`config.mk`:
```
export PLATFORM = sky130hd
export DESIGN_NAME = fetch_sequencer
export DESIGN_NICKNAME = d
export VERILOG_FILES = /design/src/rtl/fetch_sequencer.sv
export SDC_FILE = /design/constraint.sdc
export NUM_CORES = 1
export LEC_CHECK = 0
export ABC_AREA = 0
export ABC_CLOCK_PERIOD_IN_PS = 2100
export BUFFER_PORTS_ARGS = -buffer_cell sky130_fd_sc_hd__buf_2
export CAP_MARGIN = 20
export CORE_MARGIN = 10
export CORE_UTILIZATION = 49
export CTS_BUF_LIST = sky130_fd_sc_hd__clkbuf_8 sky130_fd_sc_hd__clkbuf_16
export DETAILED_ROUTE_END_ITERATION = 12
export GPL_ROUTABILITY_DRIVEN = 0
export HOLD_SLACK_MARGIN = 0.08
export PLACE_DENSITY_LB_ADDON = 0.25
export REMOVE_ABC_BUFFERS = 1
export SYNTH_ARGS = -nofsm -noshare
export SYNTH_HDL_FRONTEND = slang
export SYNTH_SLANG_ARGS = --single-unit
```
`constraint.sdc`:
```
create_clock -name clk -period 2.1 [get_ports clk]
set_input_delay 0.21 -clock clk [delete_from_list [all_inputs] [get_ports clk]]
set_output_delay 0.21 -clock clk [all_outputs]
set_load 0.02 [all_outputs]
```
`src/rtl/fetch_sequencer.sv`:
```
// Instruction-fetch controller for the 16-bit pipelined MIPS core.
// Owns the PC, drives the combinational ROM address and registers the
// returned word into IF/ID. Handles stall, redirect with one-bubble flush,
// and HALT/resume sequencing.
// Optional feature macro: FETCH_PERF_EN adds saturating perf_fetch and
// perf_bubble counters.
module fetch_sequencer #(
    parameter int              N        = 16,
    parameter logic [N-1:0]    RESET_PC = '0,
    parameter logic [3:0]      HALT_OP  = 4'hF,
    parameter logic [N-1:0]    NOP_WORD = 16'hE000
) (
    input  logic         clk,
    input  logic         rst_n,
    input  logic         stall,
    input  logic         redirect_valid,
    input  logic [N-1:0] redirect_pc,
    input  logic         resume,
    input  logic [N-1:0] imem_inst,
    output logic [N-1:0] imem_addr,
    output logic [N-1:0] ifid_inst,
    output logic [N-1:0] ifid_pc1,
    output logic         ifid_valid,
`ifdef FETCH_PERF_EN
    output logic [15:0]  perf_fetch,
    output logic [15:0]  perf_bubble,
`endif
    output logic         halted
);

    typedef enum logic {S_RUN = 1'b0, S_HALTED = 1'b1} state_t;

    state_t       state_q, state_d;
    logic [N-1:0] pc_q, pc_d;
    logic [N-1:0] inst_q, inst_d;
    logic [N-1:0] pc1_q, pc1_d;
    logic         vld_q, vld_d;
    logic         do_fetch;   // a real word (normal or HALT) enters IF/ID
    logic         do_bubble;  // NOP_WORD enters IF/ID
    logic [N-1:0] pc_plus1;
    logic         is_halt;

    assign pc_plus1 = pc_q + {{(N-1){1'b0}}, 1'b1};
    assign is_halt  = (imem_inst[N-1 -: 4] == HALT_OP);

    // State register
    always_ff @(posedge clk) begin
        if (!rst_n) state_q <= S_RUN;
        else        state_q <= state_d;
    end

    // Next-state: redirect beats stall beats HALT detect; in HALTED,
    // redirect (older branch) or resume returns to RUN
    always_comb begin
        state_d = state_q;
        case (state_q)
            S_RUN:    if (!redirect_valid && !stall && is_halt) state_d = S_HALTED;
            S_HALTED: if (redirect_valid || resume)             state_d = S_RUN;
            default:  state_d = S_RUN;
        endcase
    end

    // Outputs / datapath next values for the current state and inputs
    always_comb begin
        pc_d      = pc_q;
        inst_d    = inst_q;
        pc1_d     = pc1_q;
        vld_d     = vld_q;
        do_fetch  = 1'b0;
        do_bubble = 1'b0;
        case (state_q)
            S_RUN: begin
                if (redirect_valid) begin
                    // flush the wrong-path word currently being read
                    pc_d      = redirect_pc;
                    inst_d    = NOP_WORD;
                    vld_d     = 1'b0;
                    do_bubble = 1'b1;
                end else if (!stall) begin
                    // normal fetch and HALT latch share the same IF/ID load
                    pc_d     = pc_plus1;
                    inst_d   = imem_inst;
                    pc1_d    = pc_plus1;
                    vld_d    = 1'b1;
                    do_fetch = 1'b1;
                end
            end
            default: begin
                // HALTED: PC frozen, bubble every cycle, stall ignored
                inst_d    = NOP_WORD;
                vld_d     = 1'b0;
                do_bubble = 1'b1;
                if (redirect_valid) pc_d = redirect_pc;
            end
        endcase
    end

    // PC and IF/ID pipeline registers
    always_ff @(posedge clk) begin
        if (!rst_n) begin
            pc_q   <= RESET_PC;
            inst_q <= NOP_WORD;
            pc1_q  <= '0;
            vld_q  <= 1'b0;
        end else begin
            pc_q   <= pc_d;
            inst_q <= inst_d;
            pc1_q  <= pc1_d;
            vld_q  <= vld_d;
        end
    end

    assign imem_addr  = pc_q;
    assign ifid_inst  = inst_q;
    assign ifid_pc1   = pc1_q;
    assign ifid_valid = vld_q;
    assign halted     = (state_q == S_HALTED);

`ifdef FETCH_PERF_EN
    logic [15:0] pf_q, pb_q;

    // Saturating fetch / bubble counters
    always_ff @(posedge clk) begin
        if (!rst_n) begin
            pf_q <= '0;
            pb_q <= '0;
        end else begin
            if (do_fetch  && pf_q != 16'hFFFF) pf_q <= pf_q + 16'd1;
            if (do_bubble && pb_q != 16'hFFFF) pb_q <= pb_q + 16'd1;
        end
    end

    assign perf_fetch  = pf_q;
    assign perf_bubble = pb_q;
`endif

endmodule
```
==> flow_summary.rst <==
.. list-table::
   :header-rows: 1

   * - Metric
     - Value
   * - Run status
     - complete, no violations
   * - Post-cts sizing count
     - 0
   * - Reg2reg start
     - imem_addr[0]
   * - Post-Route WL
     - 6125 um
   * - Required time of the worst setup path
     - roughly 2300 ps
   * - Sequential area share after synthesis
     - 0.4191
   * - Most frequent standard cell in the layout excluding fill and tap cells
     - buf_2
   * - Synth warnings
     - 0
   * - Combinational family with the most area after synthesis
     - simple AND/OR/NAND/NOR gates
   * - Time the final worst path needs with I/O delays and setup
     - 1716 ps
   * - GRT Max-Usage Layer
     - met2
   * - Met1 Track Usage GR
     - 0.1737
   * - Maximum ir drop on the vdd rail
     - 0.4599 mV
   * - Critical path buffer and inverter count
     - 0
   * - Final-layout setup total negative slack
     - 0 ps
   * - Global router's overall resource usage
     - 0.1494
   * - Number of synthesized register bits
     - 50
   * - Buffer cell driving the clock tree root
     - clkbuf_8
   * - CTS tree
     - built
   * - Vertical extent of the die
     - 89.82 um
   * - Number of H-tree branching levels
     - 2
   * - Initial antenna violation count
     - 0
   * - Core footprint
     - roughly 4700 sq um
   * - Largest stage delay on the critical path
     - slightly below 500 ps
   * - Routed vias
     - 2052
   * - HPWL after detailed placement
     - 4692 um
   * - Most used flip-flop cell after synthesis
     - dfxtp_1
   * - Full die area
     - 8068 sq um
   * - Async set-or-reset flop fraction in the synthesized netlist
     - 0
   * - Path type of the worst min-delay path
     - input port to flop
   * - Quantity of I/O buffers inserted on ports
     - 86
   * - Effective utilization at floorplan
     - 0.5057
   * - Fmax
     - 582.8 MHz
   * - NumNets Final
     - 376
   * - GR Overflow Total
     - 0
   * - Core Rows
     - 25
   * - Clock transition at the registers of the reported paths
     - 100 ps
   * - Setup repair after global routing missed its margin
     - no
   * - Global-route wire length before repair
     - 10220 um
   * - Critical path launch point type
     - flop
   * - Share of the clock period used by the worst path after layout
     - 0.8171
   * - Maximum fanout count along the critical path
     - 8
   * - Violation count after the first detailed-routing iteration
     - 141
   * - Number of nets with antenna violations after detailed routing
     - 0
   * - Fraction of final layout cells sized beyond drive strength 1
     - 0.3481
   * - Met2 track demand over resource in global routing
     - 0.2433
   * - GRT met3 Usage
     - 0.05902
   * - Maximum buffer depth of the clock tree
     - 2
   * - Area added between synthesis and finish
     - 23.10%
   * - Routed via count divided by cell count
     - 5.054
   * - Avg Inst Size Synth
     - 9.222 sq um
   * - Cells along the critical path
     - ha_1 > nand4_4 > nor4_2 > xnor2_1 > a21oi_1
   * - First drt pass iteration count
     - 4
   * - Number of hold violations in the final report
     - 0
   * - Number of global-route vias before repair
     - 2060
   * - Reported max-cap violation count
     - 0
   * - Area fraction in and, or, nand and nor cells after synthesis
     - 0.2111
   * - Power Dens Cells
     - 673.9 nW/um^2
   * - Number of buffers added for setup after CTS
     - 0
   * - Multiplexer fraction of the synthesized cell area
     - 0.06705
   * - Critical path endpoint category
     - flop
   * - Area share of xor/xnor cells in the synthesized design
     - 0.09534
   * - Critical path startpoint
     - imem_addr[0]
   * - Die width
     - ~90 um
   * - Number of library cell types mapped by synthesis
     - 39
   * - CP delay by family, top
     - simple AND/OR/NAND/NOR gates
   * - Worst slew pin tran
     - 380.3 ps
   * - Final Hold Slack
     - 125.5 ps
   * - Maximum number of pins on one net before global-route repair
     - 22
   * - Leakage power
     - 1.265 nW
   * - Clock net sink count
     - 50
   * - Number of synthesized flops with an enable pin
     - 0
   * - Clock latency on the worst-skew pair
     - 310 ps
   * - Fraction of the mapped netlist area in compound gates
     - 0.1488
   * - Slew Limit Headroom
     - 0.7461
   * - Worst-path cell with the longest stage delay
     - dfxtp_1
   * - Final count of pins violating max slew
     - 0
   * - Commonest non-fill, non-tap cells in the layout
     - buf_2 (86), dfxtp_1 (50), o21ai_0 (26)
   * - Wirelength per Cell
     - about 15 um
   * - Min-Delay Startpoint
     - imem_inst[0]
   * - Cell area after synthesis
     - 2389 sq um
   * - Number of inserted diodes
     - 0
   * - Top Ports
     - 87
   * - Number of hold buffers added after CTS
     - 0
   * - Data arrival at the endpoint of the critical path
     - between 1500 and 2000 ps
   * - Adder and majority cell fraction of the synthesized area
     - 0.005238
   * - Final setup vio count
     - 0
   * - Startpoint-to-endpoint class of the critical path
     - flop to flop
   * - Clock buffers created by TritonCTS
     - 5
   * - Cells after Synth
     - 259
   * - Fin Clk Skew
     - 6.751 ps
   * - Remaining design rule violation count
     - 0
metrics by stage:
stage / setup slack, ps / instance area [sq um] / instances / util / total power [mW]
after CTS: 390.9 / 2940 / 406 / 0.6225 / 2.009
after floorplan: 345.4 / 2280 / 238 / - / 1.272
after detailed placement: 402.2 / 2846 / 398 / 0.6026 / 1.427
after global routing: 217.6 / 2940 / 406 / 0.6225 / 2.080
final: 384.2 / 2940 / 406 / 0.6225 / 1.981
after global placement: 494.0 / 2846 / 398 / 0.6026 / 1.420
cell usage after synthesis, drive strengths merged, types with 6 or more instances:
master  instances  area, sq um
dfxtp          50         1001
nand3           7        45.04
nor3            9        45.04
nand4           6        73.82
nor2           20        77.58
xnor2          22        192.7
a21oi          24        131.4
mux2i          16        160.2
buf            13        77.57
nor4            8        100.1
o21ai          26        130.1
nand2          12        45.04
clkbuf          8        31.28
path summary, 6_finish.rpt:
path              cells after the start  slack (ps)            end
setup / recovery                      5         380  imem_addr[14]
hold / removal                        3         130   ifid_inst[0]
setup reg to reg                      5         380  imem_addr[14]
hold reg to reg                       2         450     ifid_valid
state kept, by name, summed over array words and instances, names as in the netlist:
name,cells
halted,1
ifid_inst,16
ifid_pc1,16
ifid_valid,1
imem_addr,16
layer usage:
metal	vias to the layer above	part of all wire	routed length, um
met5	-	0	0
met4	0	0.020	122
met3	11	0.079	484
met2	66	0.46	2811
met1	913	0.44	2707
li1	1062	-	-
tightest hold or removal path, stage by stage:
cell and delay, ps:
buf_2 80, mux2i_1 50, nor2_1 70
area by class of cell:
class	instances	area, sq um
fillers	423	1783
multi-input cells	183	1260
flip-flops and latches	50	1001
repair buffers	93	483.0
well taps	67	83.83
clock buffers	5	68.82
clock inverters	3	25.02
inverters	5	18.77
report_power, final:
| group | total [mW] | internal, mW | switching (mW) |
|---|---|---|---|
| Sequential | 1.06 | 1.00 | 0.0597 |
| Combinational | 0.340 | 0.141 | 0.199 |
| Clock | 0.580 | 0.241 | 0.339 |
| Total | 1.98 | 1.38 | 0.598 |
logic make-up (layout without fill, tap and decap cells):
logic type,after synthesis,in the layout
AO/OA/AOI/OAI,61,61
XOR/XNOR,26,26
adder cells (fa/ha/maj),1,1
buffers and inverters,26,106
flip-flops,50,50
multiplexers,16,16
AND/OR/NAND/NOR,79,79
Power figures use the tool's default switching activity.
